[src/rtl/seq_div_16by8_pkg.sv]
// Shared widths, FSM encoding and result constants for the sequential 16/8 divider.
package seq_div_16by8_pkg;

    localparam int DW_DEF = 16;
    localparam int VW_DEF = 8;
    localparam int CW_DEF = 5;

    typedef enum logic [1:0] {
        ST_IDLE = 2'd0,
        ST_RUN  = 2'd1,
        ST_FIN  = 2'd2
    } state_e;

    // A zero divisor reports an all-ones quotient of whatever width the divider has.
    localparam logic DBZ_FILL = 1'b1;
    localparam logic [DW_DEF-1:0] DBZ_QUOT = {DW_DEF{DBZ_FILL}};

endpackage

[src/rtl/seq_div_16by8_div_step.sv]
// One restoring-division iteration: shift in the next dividend bit, trial-subtract D,
// restore on borrow.
module seq_div_16by8_div_step
    import seq_div_16by8_pkg::*;
#(
    parameter int VW = VW_DEF
) (
    input  logic [VW:0]   r_i,
    input  logic          bit_i,
    input  logic [VW-1:0] d_i,
    output logic [VW:0]   r_o,
    output logic          q_o
);

    logic [VW:0] t_w;
    logic [VW:0] diff_w;
    logic        borrow_w;
    logic        unused_r_msb;

    // R stays below D, so its top bit is always clear and only the low bits shift up.
    assign unused_r_msb = r_i[VW];

    assign t_w = {r_i[VW-1:0], bit_i};
    assign {borrow_w, diff_w} = {1'b0, t_w} - {2'b00, d_i};

    assign r_o = borrow_w ? t_w : diff_w;
    assign q_o = ~borrow_w;

endmodule

[src/rtl/seq_div_16by8.sv]
// Iterative restoring divider, one quotient bit per clock, start/busy/done handshake.
module seq_div_16by8
    import seq_div_16by8_pkg::*;
#(
    parameter int DW = DW_DEF,
    parameter int VW = VW_DEF,
    parameter int CW = CW_DEF
) (
    input  logic          clk,
    input  logic          rst,
    input  logic          start,
    input  logic [DW-1:0] dividend,
    input  logic [VW-1:0] divisor,
    output logic          busy,
    output logic          done,
    output logic [DW-1:0] quotient,
    output logic [VW-1:0] remainder,
    output logic          dbz
);

    localparam logic [CW-1:0] LAST_ITER = CW'(DW - 1);
    localparam logic [DW-1:0] QUOT_DBZ  = {DW{DBZ_FILL}};

    state_e        state_q;
    logic [DW-1:0] q_q;
    logic [VW-1:0] d_q;
    logic [VW:0]   r_q;
    logic [CW-1:0] cnt_q;
    logic          dbz_pend_q;
    logic          busy_q;
    logic          done_q;
    logic [DW-1:0] quot_q;
    logic [VW-1:0] rem_q;
    logic          dbz_q;

    logic [VW:0]   r_d;
    logic          q_bit_d;

    seq_div_16by8_div_step #(
        .VW (VW)
    ) u_step (
        .r_i   (r_q),
        .bit_i (q_q[DW-1]),
        .d_i   (d_q),
        .r_o   (r_d),
        .q_o   (q_bit_d)
    );

    always_ff @(posedge clk or posedge rst) begin
        if (rst) begin
            state_q    <= ST_IDLE;
            q_q        <= '0;
            d_q        <= '0;
            r_q        <= '0;
            cnt_q      <= '0;
            dbz_pend_q <= 1'b0;
            busy_q     <= 1'b0;
            done_q     <= 1'b0;
            quot_q     <= '0;
            rem_q      <= '0;
            dbz_q      <= 1'b0;
        end else begin
            done_q <= 1'b0;
            case (state_q)
                ST_IDLE: begin
                    if (start) begin
                        q_q        <= dividend;
                        d_q        <= divisor;
                        r_q        <= '0;
                        busy_q     <= 1'b1;
                        dbz_pend_q <= (divisor == '0);
                        state_q    <= ST_RUN;
                        // Zero divisor: preload the last count so a single frozen
                        // RUN cycle leads straight to FIN, giving a 2-cycle result.
                        cnt_q      <= (divisor == '0) ? LAST_ITER : '0;
                    end
                end
                ST_RUN: begin
                    if (!dbz_pend_q) begin
                        r_q <= r_d;
                        q_q <= {q_q[DW-2:0], q_bit_d};
                    end
                    cnt_q <= cnt_q + CW'(1);
                    if (cnt_q == LAST_ITER) begin
                        state_q <= ST_FIN;
                    end
                end
                ST_FIN: begin
                    busy_q  <= 1'b0;
                    done_q  <= 1'b1;
                    dbz_q   <= dbz_pend_q;
                    state_q <= ST_IDLE;
                    if (dbz_pend_q) begin
                        quot_q <= QUOT_DBZ;
                        rem_q  <= q_q[VW-1:0];
                    end else begin
                        quot_q <= q_q;
                        rem_q  <= r_q[VW-1:0];
                    end
                end
                default: begin
                    state_q <= ST_IDLE;
                end
            endcase
        end
    end

    assign busy      = busy_q;
    assign done      = done_q;
    assign quotient  = quot_q;
    assign remainder = rem_q;
    assign dbz       = dbz_q;

endmodule

[config.mk]
export PLATFORM = sky130hd
export DESIGN_NAME = seq_div_16by8
export DESIGN_NICKNAME = d
export VERILOG_FILES = /design/src/rtl/seq_div_16by8_pkg.sv /design/src/rtl/seq_div_16by8_div_step.sv /design/src/rtl/seq_div_16by8.sv
export SDC_FILE = /design/constraint.sdc
export NUM_CORES = 1
export LEC_CHECK = 0
export BUFFER_PORTS_ARGS = -buffer_cell sky130_fd_sc_hd__buf_4
export CAP_MARGIN = 15
export CORE_ASPECT_RATIO = 1.4
export CORE_MARGIN = 10
export CORE_UTILIZATION = 49
export CTS_BUF_LIST = sky130_fd_sc_hd__clkbuf_8
export DETAILED_ROUTE_END_ITERATION = 16
export PLACE_DENSITY = 0.66
export SYNTH_ARGS = -nofsm -noshare
export SYNTH_HDL_FRONTEND = slang
export SYNTH_HIERARCHICAL = 1
export SYNTH_SLANG_ARGS = --single-unit
[constraint.sdc]
create_clock -name clk -period 2.8 [get_ports clk]
set_input_delay 0 -clock clk [delete_from_list [all_inputs] [get_ports clk]]
set_output_delay 0 -clock clk [all_outputs]
set_load 0.03 [all_outputs]
==> results of run 1 <==
## cell usage in the layout (no fill, tap or decap), types with 2 or more instances in the layout
cell type	instances
sky130_fd_sc_hd__nand2b_4	3
sky130_fd_sc_hd__inv_2	2
sky130_fd_sc_hd__nand2_1	49
sky130_fd_sc_hd__nor4_1	3
sky130_fd_sc_hd__inv_1	15
sky130_fd_sc_hd__ha_1	10
sky130_fd_sc_hd__a21oi_1	4
sky130_fd_sc_hd__nor3b_1	2
sky130_fd_sc_hd__mux2_4	28
sky130_fd_sc_hd__dfrtp_1	67
sky130_fd_sc_hd__mux2_2	17
sky130_fd_sc_hd__mux2i_1	11
sky130_fd_sc_hd__buf_4	58
sky130_fd_sc_hd__nand3_1	3
sky130_fd_sc_hd__o21ai_0	27
sky130_fd_sc_hd__dlygate4sd3_1	15
sky130_fd_sc_hd__a22o_1	8
sky130_fd_sc_hd__bufinv_16	2
sky130_fd_sc_hd__o211ai_1	2
sky130_fd_sc_hd__nor2_1	3
sky130_fd_sc_hd__nor2b_1	5
sky130_fd_sc_hd__o21a_1	3
sky130_fd_sc_hd__xnor2_1	2
sky130_fd_sc_hd__nor3_1	4
sky130_fd_sc_hd__o22ai_1	2
sky130_fd_sc_hd__a21o_1	3
sky130_fd_sc_hd__clkbuf_8	13
## repair_timing
item                                   CTS  global route
gates resized for setup                  0             0
setup buffers                            0             0
hold buffers                            14             1
endpoints found under the hold margin   27             1
## worst min path at each step
stage / start / end / cells past startpoint
floorplan: divisor[0] / d_q[0]$_DFFE_PP0P_ / 1
global placement: rst / busy$_DFFE_PP0P_ / 2
global route: dividend[5] / q_q[5]$_DFFE_PP0P_ / 3
CTS: dividend[13] / q_q[13]$_DFFE_PP0P_ / 3
detailed placement: rst / remainder[0]$_DFFE_PP0P_ / 2
finish: dividend[10] / q_q[10]$_DFFE_PP0P_ / 3
## layer usage
metal  track usage  vias to the layer above  routed length (um)
met4        0.0530                        0                 112
met5             0                        -                   0
li1              -                     1198                   -
met2         0.234                       48                3710
met3        0.0443                        9                 346
met1         0.175                     1215                3300
## worst register-to-register path, stage by stage, from the launching register on
cell	delay (ns)
sky130_fd_sc_hd__dfrtp_1	0.41
sky130_fd_sc_hd__ha_1	0.38
sky130_fd_sc_hd__a21o_1	0.20
sky130_fd_sc_hd__a21oi_2	0.17
sky130_fd_sc_hd__nand2_2	0.10
sky130_fd_sc_hd__a41oi_4	0.41
sky130_fd_sc_hd__inv_1	0.07
sky130_fd_sc_hd__mux2_2	0.27
sky130_fd_sc_hd__mux2_2	0.26
## layout make-up
type	instances	area share
Timing Repair Buffer	73	0.134
Sequential cell	67	0.385
Multi-Input combinational cell	206	0.382
Inverter	17	0.0147
Clock inverter	3	0.0155
Tap cell	95	0.0273
Clock buffer	13	0.0411
## registers in the layout, indices dropped and copies added, names as in the netlist
register    flops
q_q            16
quotient       16
d_q             8
r_q             8
remainder       8
cnt_q           5
state_q         2
busy            1
dbz             1
dbz_pend_q      1
done            1
## per-stage QoR
stage	utilization	hold WS (ns)	setup slack (ns)	power (mW)
CTS	0.626	0.000528	0.408	5.67
global placement	0.571	-0.0235	0.495	4.58
detailed placement	0.571	-0.0183	0.440	4.66
global route	0.628	0.00236	0.285	6.06
finish	0.628	0.0201	0.414	5.63
floorplan	-	0.152	0.622	4.09
## power by group
group	switching [mW]	internal [mW]
Sequential	0.318	1.38
Combinational	1.36	1.59
Clock	0.373	0.599
Total	2.05	3.57
==> results list, run 1 <==
- For flop-to-flop paths, the worst setup slack is 0.41 ns.
- The tool flagged a number of max-cap violations equal to 0.
- Worst slew margin: 0.509
- Number of standard cells in the final layout excluding fillers: 474
- Antenna violations before repair: 0
* Startpoint of the worst register-to-register path: r_q[2]$_DFFE_PP0P_
- Total leakage power: 2.17 nW
- Critical Path Slowest Stage Cell: sky130_fd_sc_hd__dfrtp_1
* Number of gates on the worst path with buffers counted: 8
* Final #Nets: 412
- The sequential cells in the finished layout cover a total of 1680 um2.
* FF-to-FF End: q_q[0]$_DFFE_PP0P_
- DRC violations left: 0
* FP Rows: 36
* Core ar.: 6940 um2
* First-pass GRT wire length: 12,800 um
- Area growth from synthesis to layout: 24.6%
* Pin count of the biggest net entering global routing: 31
* Run status: complete, no violations
- STA classifies the critical path startpoint as a flip-flop.
* Signal arrival time at the worst endpoint: 2.62 ns
* Pins over their slew limit: 0
* Capture point of the critical path: q_q[0]$_DFFE_PP0P_
- Height of the die: 120 um
- In this run the worst setup path begins at r_q[2]$_DFFE_PP0P_.
- Clock edge transition at the registers on the reported setup and hold paths: 0.07 ns
- Summing all non-filler instances in the final layout gives an area of 4360 um2.
* Number of global-route vias before repair: 2,525
- The worst-case IR drop observed on VDD is 0.000661 V.
* Total buffers and inverters traversed by the critical path: 1
- Endpoint required time on the critical path: 3.03 ns
- CTS H-tree depth: 3
* Drt initial violations: 99
- Antenna viol nets, final: 0
- Setup repair after global routing missed its margin: false
* Class of the worst hold path: input pin to flip-flop
- Critical Path Sink Type: flip-flop
- Root buffer cell: sky130_fd_sc_hd__clkbuf_8
- The count of buffers added on input and output ports is 53.
- Summed over all failing endpoints, the final setup total negative slack is 0 ns.
* Placed Instances: 443
- Crit path largest cell delay: 0.41 ns
- Based on the critical path, the design can be clocked at up to 419 MHz.
- CP max FO: 8
- The mapped netlist covers 3490 um2.
- Die extent in x: 91.4 um
- FILL cells: 591
- Clock network latency to the later pin of the worst-skew pair: 0.34 ns
- The cell family contributing the most delay on the critical path is compound AO/OA/AOI/OAI gates.
- Number of instances in the synthesized netlist: 304
- Antenna cells: 0
- YS warnings: 6
- Dividing the synthesized area by the synthesized cell count gives 11.5 um2.
- Number of setup violations in the final report: 0
- In the finished design, the share of the clock period the worst path needs comes to 0.852.
- Final critical path time including I/O delays and setup: 2.39 ns
- Power density over the cells: 1290 nW/um2
- Total half-perimeter wirelength after legalization and detailed placement: 5300 um
- Via density per instance: 5.21
- Cell breakdown of the critical path: ha_1, a21o_1, a21oi_2, nand2_2, a41oi_4, inv_1, mux2_2, mux2_2
- For the pin with the worst max-slew slack, the measured transition is 0.734 ns.
- Gr usage total: 0.144
- Buffer levels on the longest clock path: 2
- Summing all multi-input logic gate instances after layout gives 1660 um2.
* Area after detailed placement: 3960 um2
- Placer Congestion: 0.782
- Share of cells above drive strength 1: 0.340
* Type of the setup path with the least slack: flip-flop to flip-flop
- Clock buffers created by TritonCTS: 9
- Counting stages on the worst path, the most repeated cell is sky130_fd_sc_hd__mux2_2.
- The number of nets in the synthesized netlist is 342.
- For the worst flop-to-flop path, the logic depth is 8.
* Clock tree from TritonCTS: yes
* Vias post-DR: 2,470
- The first TritonRoute pass finished after 4 iterations.
- Worst Clk Skew: 0.00814 ns
- Aggregate global routing overflow: 0
- Final routed wire length divided by cell count: 15.8 um
* DIE AREA: 11,000 um2
* Initial core utilization: 0.504
- During I/O placement, the number of pins put on the boundary was 54.
- The final layout contains routed wiring with a total length of 7470 um.
* Hold violation count in the final report: 0
- Clock tree sinks: 67
Note: power is estimated with default switching activity, not from simulation.
==> run 2, diff against run 1 <==
--- a/config.mk
+++ b/config.mk
@@ -13,6 +13,7 @@
 export CTS_BUF_LIST = sky130_fd_sc_hd__clkbuf_8
 export DETAILED_ROUTE_END_ITERATION = 16
 export PLACE_DENSITY = 0.66
+export RECOVER_POWER = 100
 export SYNTH_ARGS = -nofsm -noshare
 export SYNTH_HDL_FRONTEND = slang
 export SYNTH_HIERARCHICAL = 1
==> run 2 against run 1 <==
  * The run now ends with max-capacitance violations, max-slew violations left
  * Sequential share of layout area rose by 1.8 points
  * Routed wire length about the same
  * Die area did not move
  * Setup slack lost 0.11 ns
  * Clock power is essentially flat
  * Combinational power shrank 9.2%
  * Via count decreased by 0.81%
  * Power is 5.2% lower
==> results list, run 2 (same netlist as run 1, synthesis figures left out) <==
* Run status: finished with violations
- Violated checks: max-capacitance violations, max-slew violations
* Vias post-DR: 2,450
- Of the available clock period, the critical path in the final layout requires 0.893.
- After clock tree synthesis, the repair step resized 0 gates.
- FF-to-FF path depth: 8
- Critical Path Slowest Stage Cell: sky130_fd_sc_hd__a41oi_2
- Total buffers and inverters traversed by the critical path: 1
- The first global-routing pass estimated 12,800 um of wire.
* Startpoint of the worst register-to-register path: r_q[2]$_DFFE_PP0P_
- Total leakage power: 2.00 nW
* Hold violation count in the final report: 0
- The total overflow left after global routing is 0.
* Port Buf Inserts: 53
* Slack of the worst reg-to-reg path: 0.30 ns
- IR analysis of the VDD net gives a maximum drop of 0.000656 V.
- DIE AREA: 11,000 um2
- Setup Total Neg Slack: 0 ns
* Number of global-route vias before repair: 2,525
- Counting instances, the worst hold path has a depth of 3.
* Maximum capacitance violations: 1
- Pin count of the biggest net entering global routing: 31
- Tracing the worst setup path back leads to its startpoint at r_q[2]$_DFFE_PP0P_.
* CTS H-tree depth: 3
- FF-to-FF End: q_q[0]$_DFFE_PP0P_
* Most frequent CP cell: sky130_fd_sc_hd__mux2_2
- Clock edge transition at the registers on the reported setup and hold paths: 0.07 ns
* Crit path largest cell delay: 0.51 ns
- For this block, the routed nets add up to 7480 um of wire.
* Total internal power: 3.34 mW
- Min setup slack post-route: 0.301 ns
* Type of the setup path with the least slack: flip-flop to flip-flop
- In the layout the commonest cells are 67 x sky130_fd_sc_hd__dfrtp_1, 50 x sky130_fd_sc_hd__nand2_1, 31 x sky130_fd_sc_hd__clkbuf_1.
- Gr usage total: 0.144
* Worst hold path endpoint: q_q[9]$_DFFE_PP0P_
* Clock network latency to the later pin of the worst-skew pair: 0.34 ns
- Class of the worst hold path: input pin to flip-flop
- After the first detailed-routing iteration, the DRC count stood at 122.
* Share of cells above drive strength 1: 0.208
- Setup violations remaining at the end of the flow were counted as 0.
* Clock tree from TritonCTS: yes
* Power density over the cells: 1280 nW/um2
* Crit start category: flip-flop
* Final routed wire length divided by cell count: 15.8 um
* Signal arrival time at the worst endpoint: 2.73 ns
* DRC violations left: 0
- The share of total power dissipated in the clock network is 0.182.
- Height of the die: 120 um
- OpenSTA, run right after detailed placement, puts the worst setup slack at 0.440 ns.
* Maximum achievable frequency: 400 MHz
- For the pin with the worst max-slew slack, the measured transition is 1.58 ns.
* FP Rows: 36
- Traced cell by cell, the critical path runs through ha_1, a21o_1, a21oi_2, nand2_1, a41oi_2, inv_1, mux2_2, mux2_2.
* Worst slew margin: -0.0525
- Endpoint required time on the critical path: 3.03 ns
- Clock tree synthesis inserted a total of 9 buffers.
- Clock tree sinks: 67
- The total area inside the core boundary comes to 6940 um2.
* Final #Nets: 412
- Subtracting the final worst setup slack from the clock period gives 2.50 ns.
- Of the total power, combinational logic draws 0.502.
- In this run the most critical hold path is launched from dividend[9].
- CP max FO: 8
* Initial core utilization: 0.504
- In this run the power spent charging and discharging nets is 1.99 mW.
* Die extent in x: 91.4 um
- Relative to the synthesized area, the layout overhead comes to 19.1%.
- Critical Path Sink Type: flip-flop
- Pin placement for this block handled 54 I/O pins.
* Buffer levels on the longest clock path: 2
- For this run, the detailed router's first-pass iteration total came to 4.
- Antenna violations before repair: 0
- Reg power frac: 0.316
* Total half-perimeter wirelength after legalization and detailed placement: 5300 um
- Dividing the detail-routed via count by the number of cells gives 5.17.
* Antenna viol nets, final: 0
- Worst Clk Skew: 0.00653 ns
- Setup repair after global routing left no endpoint under its margin.
- Of the total power, the share spent switching nets is 0.373.
* Leading cell type in the layout, fill and taps excluded: sky130_fd_sc_hd__dfrtp_1
- Family with the most delay on the worst path: compound AO/OA/AOI/OAI gates
* Placer Congestion: 0.782
- The cell sitting at the root of the clock tree is a sky130_fd_sc_hd__clkbuf_8.
- The number of antenna diodes in the final layout is 0.
* Pins over their slew limit: 31
run 2: cell count changes in the layout (fill, tap and decap cells not counted), moves of 2 or more:
cell,previous run,this run
sky130_fd_sc_hd__buf_4,58,26
sky130_fd_sc_hd__clkbuf_1,0,31
sky130_fd_sc_hd__mux2_1,0,14
sky130_fd_sc_hd__mux2_4,28,14
sky130_fd_sc_hd__inv_1,15,17
sky130_fd_sc_hd__inv_2,2,0
run 2: power by group through the flow:
| stage | registers, mW | clock network (mW) | logic, mW |
|---|---|---|---|
| 2_1_floorplan | 1.84 | 0 | 2.25 |
| 3_3_place_gp | 1.70 | 0 | 2.88 |
| 3_5_place_dp | 1.73 | 0 | 2.93 |
| 4_1_cts | 1.70 | 0.992 | 2.98 |
| 5_1_grt | 1.76 | 1.04 | 2.97 |
| 6_report | 1.69 | 0.970 | 2.68 |
run 2: how the worst max path moves through the flow:
stage | endpoint | slack, ns | cells after the start
global placement | q_q[0]$_DFFE_PP0P_ | 0.50 | 8
global route | q_q[0]$_DFFE_PP0P_ | 0.17 | 8
detailed placement | q_q[0]$_DFFE_PP0P_ | 0.44 | 8
floorplan | q_q[0]$_DFFE_PP0P_ | 0.62 | 8
finish | q_q[0]$_DFFE_PP0P_ | 0.30 | 8
CTS | q_q[0]$_DFFE_PP0P_ | 0.41 | 8
run 2: worst register-to-register path, delay by kind of cell (launching register included):
kind	cells	cell delay [ns]
muxes	2	0.54
and+or+nand+nor	1	0.11
adders and majority gates	1	0.38
AOI/OAI and AO/OA	3	0.87
buffers and inverters	1	0.08
DFF	1	0.42
run 2: repair_timing:
action,CTS,global route
hold buffers,14,1
setup buffers,0,0
endpoints found under the hold margin,27,1
run 2: layout make-up:
class,instances,area [um2]
Fill cell,652,2770
Sequential cell,67,1680
Multi-Input combinational cell,206,1590
Timing Repair Buffer,73,469
Clock buffer,13,179
Tap cell,95,119
Clock inverter,3,67.6
Inverter,17,63.8
run 2: metal layers:
layer  wire, um  vias to the layer above  part of all wire  GRT usage
met5          0                        -                 0          0
met4        112                        0             0.015     0.0530
met3        348                        9             0.047     0.0443
met2       3670                       52              0.49      0.234
met1       3350                     1191              0.45      0.175
li1           -                     1198                 -          -
run 2: per-stage QoR:
| stage | cell area (um2) | cells | hold slack, ns | power (mW) | util |
|---|---|---|---|---|---|
| floorplan | 3490 | 304 | 0.152 | 4.09 | - |
| global route | 4160 | 474 | -0.00738 | 5.77 | 0.600 |
| detailed placement | 3960 | 443 | -0.0183 | 4.66 | 0.571 |
| CTS | 4350 | 473 | 0.000528 | 5.67 | 0.626 |
| global placement | 3960 | 443 | -0.0235 | 4.58 | 0.571 |
| finish | 4160 | 474 | 0.00957 | 5.33 | 0.600 |
==> run 3, diff against run 2 <==
--- a/config.mk
+++ b/config.mk
@@ -5,12 +5,14 @@
 export SDC_FILE = /design/constraint.sdc
 export NUM_CORES = 1
 export LEC_CHECK = 0
+export ABC_AREA = 1
 export BUFFER_PORTS_ARGS = -buffer_cell sky130_fd_sc_hd__buf_4
 export CAP_MARGIN = 15
 export CORE_ASPECT_RATIO = 1.4
 export CORE_MARGIN = 10
 export CORE_UTILIZATION = 49
 export CTS_BUF_LIST = sky130_fd_sc_hd__clkbuf_8
+export CTS_CLUSTER_SIZE = 28
 export DETAILED_ROUTE_END_ITERATION = 16
 export PLACE_DENSITY = 0.66
 export RECOVER_POWER = 100
==> run 3 against run 2 <==
  * The flow finishes with violations (negative hold slack)
  * Sequential power shrank 5%
  * Largest power group unchanged
  * Final area grew 1.9%
  * Synthesized cell count grew 45%
  * Fmax grew 15%
  * Clock skew grew 0.0061 ns
  * Sequential share of layout area shrank 0.75 points
  * Via count grew 24%
  * Highest routed layer unchanged
  * Power shrank 7.0%
==> results list, run 3 <==
- Startpoint of the worst register-to-register path: state_q[0]$_DFFE_PP0P_
* Clock network latency to the later pin of the worst-skew pair: 0.33 ns
- After the last flow step, the layout net total stands at 557.
- The top cell types in the final layout, fill and taps aside, are 119 x sky130_fd_sc_hd__nand2_1, 67 x sky130_fd_sc_hd__dfrtp_1, 65 x sky130_fd_sc_hd__inv_1.
* Drt initial violations: 209
* Buffer levels on the longest clock path: 2
- Of the cells placed in the final design, the portion with a size suffix greater than 1 is 0.113.
- The via count of the first global-routing pass is 3,052.
* Routing layer with the top usage in global route: met2
* Number of instances in the synthesized netlist: 440
* FP Rows: 36
- Leaving out filler cells and counting taps, the final layout contains 619.
- Aggregate global routing overflow: 0
- The worst setup path is captured at a flip-flop.
- Crit path largest cell delay: 0.46 ns
- On the final layout, the worst hold slack is -0.00310 ns.
* GRT met3 Usage: 0.0356
- Compared with the post-synthesis result, the final layout area differs by 21.5%.
* DRC violations left: 0
- Maximum achievable frequency: 460 MHz
- Using the TritonRoute via totals, the vias-per-cell ratio works out to 4.92.
* Total leakage power: 2.08 nW
* Final routed wire length divided by cell count: 13.6 um
- In this run the remaining antenna-violating nets after routing total 0.
- Root buffer cell: sky130_fd_sc_hd__clkbuf_8
- Worst slew margin: 0.0964
- Antenna cells: 0
- Endpoint required time on the critical path: 2.99 ns
- The clock period could shrink to 2.17 ns.
* DIE AREA: 11,000 um2
- Data on the critical path arrives at its endpoint at 2.37 ns.
- In the global route stage, met2 resource usage came out at 0.282.
- Setup violations remaining at the end of the flow were counted as 0.
* Die extent in x: 91.3 um
- YS warnings: 6
- Crit start category: flip-flop
- Violated checks: negative hold slack
- The library cell used most frequently in the layout, excluding fill and tap cells, is sky130_fd_sc_hd__nand2_1.
- The filler cells instantiated in the layout total 686.
* Net switching power figure: 2.33 mW
- Share of the cycle needed by the critical path after routing: 0.776
- Clock tree sinks: 67
* Cell breakdown of the critical path: nor2_2, nand2_1, o21ai_4, clkbuf_2, o21ai_0
* Vias post-DR: 3,046
- Antenna violations before repair: 0
- In this run the power density over the cells is 1170 nW/um2.
* Run status: finished with violations
- In this run the tool buffered the top-level ports with 53 buffer cells.
- For this configuration, the core starts out at a cell density of 0.503.
- CP max FO: 24
* Reg power frac: 0.323
- Router iterations before antenna repair: 4
* Post-synthesis average cell area: 7.94 um2
* Clock buffers created by TritonCTS: 9
- For this run, the total global-route usage over all layers was measured as 0.159.
- Hold_sp: dividend[8]
* Clock tree from TritonCTS: yes
- Critical Path Slowest Stage Cell: sky130_fd_sc_hd__dfrtp_1
* Worst Clk Skew: 0.0126 ns
- Post-synth net total: 478
* Part of the total power dissipated in the clock network: 0.139
- Cell internal power was estimated by the tool at 2.64 mW.
- After clock tree synthesis, the clock-pin slew on the worst setup and hold paths is 0.07 ns.
* Placed Instances: 578
- Core ar.: 6940 um2
- Total half-perimeter wirelength after legalization and detailed placement: 6260 um
- Tracing the worst setup path back leads to its startpoint at state_q[0]$_DFFE_PP0P_.
- Measured along the y axis, the die boundary spans 120 um.
* Setup Total Neg Slack: 0 ns
- Cell area after synthesis: 3490 um2
* Total length of routed wires: 8430 um
* Routing usage on met1: 0.183
- Type of the setup path with the least slack: flip-flop to flip-flop
- CTS H-tree depth: 3
- The final hold violation count is 1.
* Maximum capacitance violations: 0
- The final number of max-transition violations is 0.
- IR analysis of the VDD net gives a maximum drop of 0.000570 V.
- Class of the worst hold path: input pin to flip-flop
- Part of the power in combinational logic: 0.537
- Net switching fraction of the power: 0.469
* I/O pin count: 54
* Layout Utilization: 0.611
- At the end of routability-driven placement, the weighted congestion stood at 0.873.
* Setup repair after global routing missed its margin: false
* Worst Max-Slew Pin Slew: 1.36 ns
- First-pass GRT wire length: 14,300 um
- Pin count of the biggest net entering global routing: 38
[run 3: metrics by stage]
| step | setup WS, ns | total power, mW | area, um2 |
|---|---|---|---|
| 6_report | 0.627 | 4.96 | 4240 |
| 3_3_place_gp | 0.902 | 4.36 | 3940 |
| 4_1_cts | 0.837 | 5.18 | 4360 |
| 5_1_grt | 0.335 | 5.48 | 4240 |
| 3_5_place_dp | 0.867 | 4.41 | 3940 |
| 2_1_floorplan | 1.12 | 3.78 | 3490 |
[run 3: worst paths after layout]
check                                           end  slack, ns  depth (start not counted)
hold / removal                   q_q[8]$_DFFE_PP0P_     -0.003                          5
hold reg to reg                  d_q[6]$_DFFE_PP0P_       0.48                          2
setup / recovery                q_q[14]$_DFFE_PP0P_       0.63                          5
setup reg to reg                q_q[14]$_DFFE_PP0P_       0.63                          5
min in group asynchronous    dbz_pend_q$_DFFE_PP0P_       0.33                          3
max in group asynchronous  quotient[11]$_DFFE_PP0P_       0.77                          4
[run 3: worst max-delay path, delay by kind of cell, from the launching register on]
| kind | cells | cell delay [ns] |
|---|---|---|
| buf+inv | 1 | 0.44 |
| simple gates | 2 | 0.65 |
| compound gates | 2 | 0.47 |
| flops | 1 | 0.46 |
[run 3: layout make-up]
type | count | area (um2) | share of cell area
clock inverter | 6 | 33.8 | 0.00796
timing repair buffer | 83 | 578 | 0.136
inverter | 63 | 236 | 0.0558
tap | 95 | 119 | 0.0280
multi-input combinational | 295 | 1460 | 0.344
sequential | 67 | 1680 | 0.395
clock buffer | 10 | 138 | 0.0324
[run 3: power by group through the flow]
stage                     logic [mW]  clock network [mW]  registers, mW
after floorplan                 1.98                   0           1.80
after global placement          2.75                   0           1.61
after detailed placement        2.79                   0           1.62
after CTS                       2.85               0.716           1.61
after global routing            3.06               0.760           1.66
final                           2.67               0.692           1.60
[run 3: what timing repair did]
action,CTS,global route
setup buffers,0,0
gates resized for setup,0,0
hold buffers,25,0
hold endpoints to repair,37,0
[run 3: routing by layer]
metal / vias up / wire length (um)
met2: 65 / 4420
met5: - / 0
met4: 0 / 123
met1: 1426 / 3510
li1: 1544 / -
met3: 11 / 374
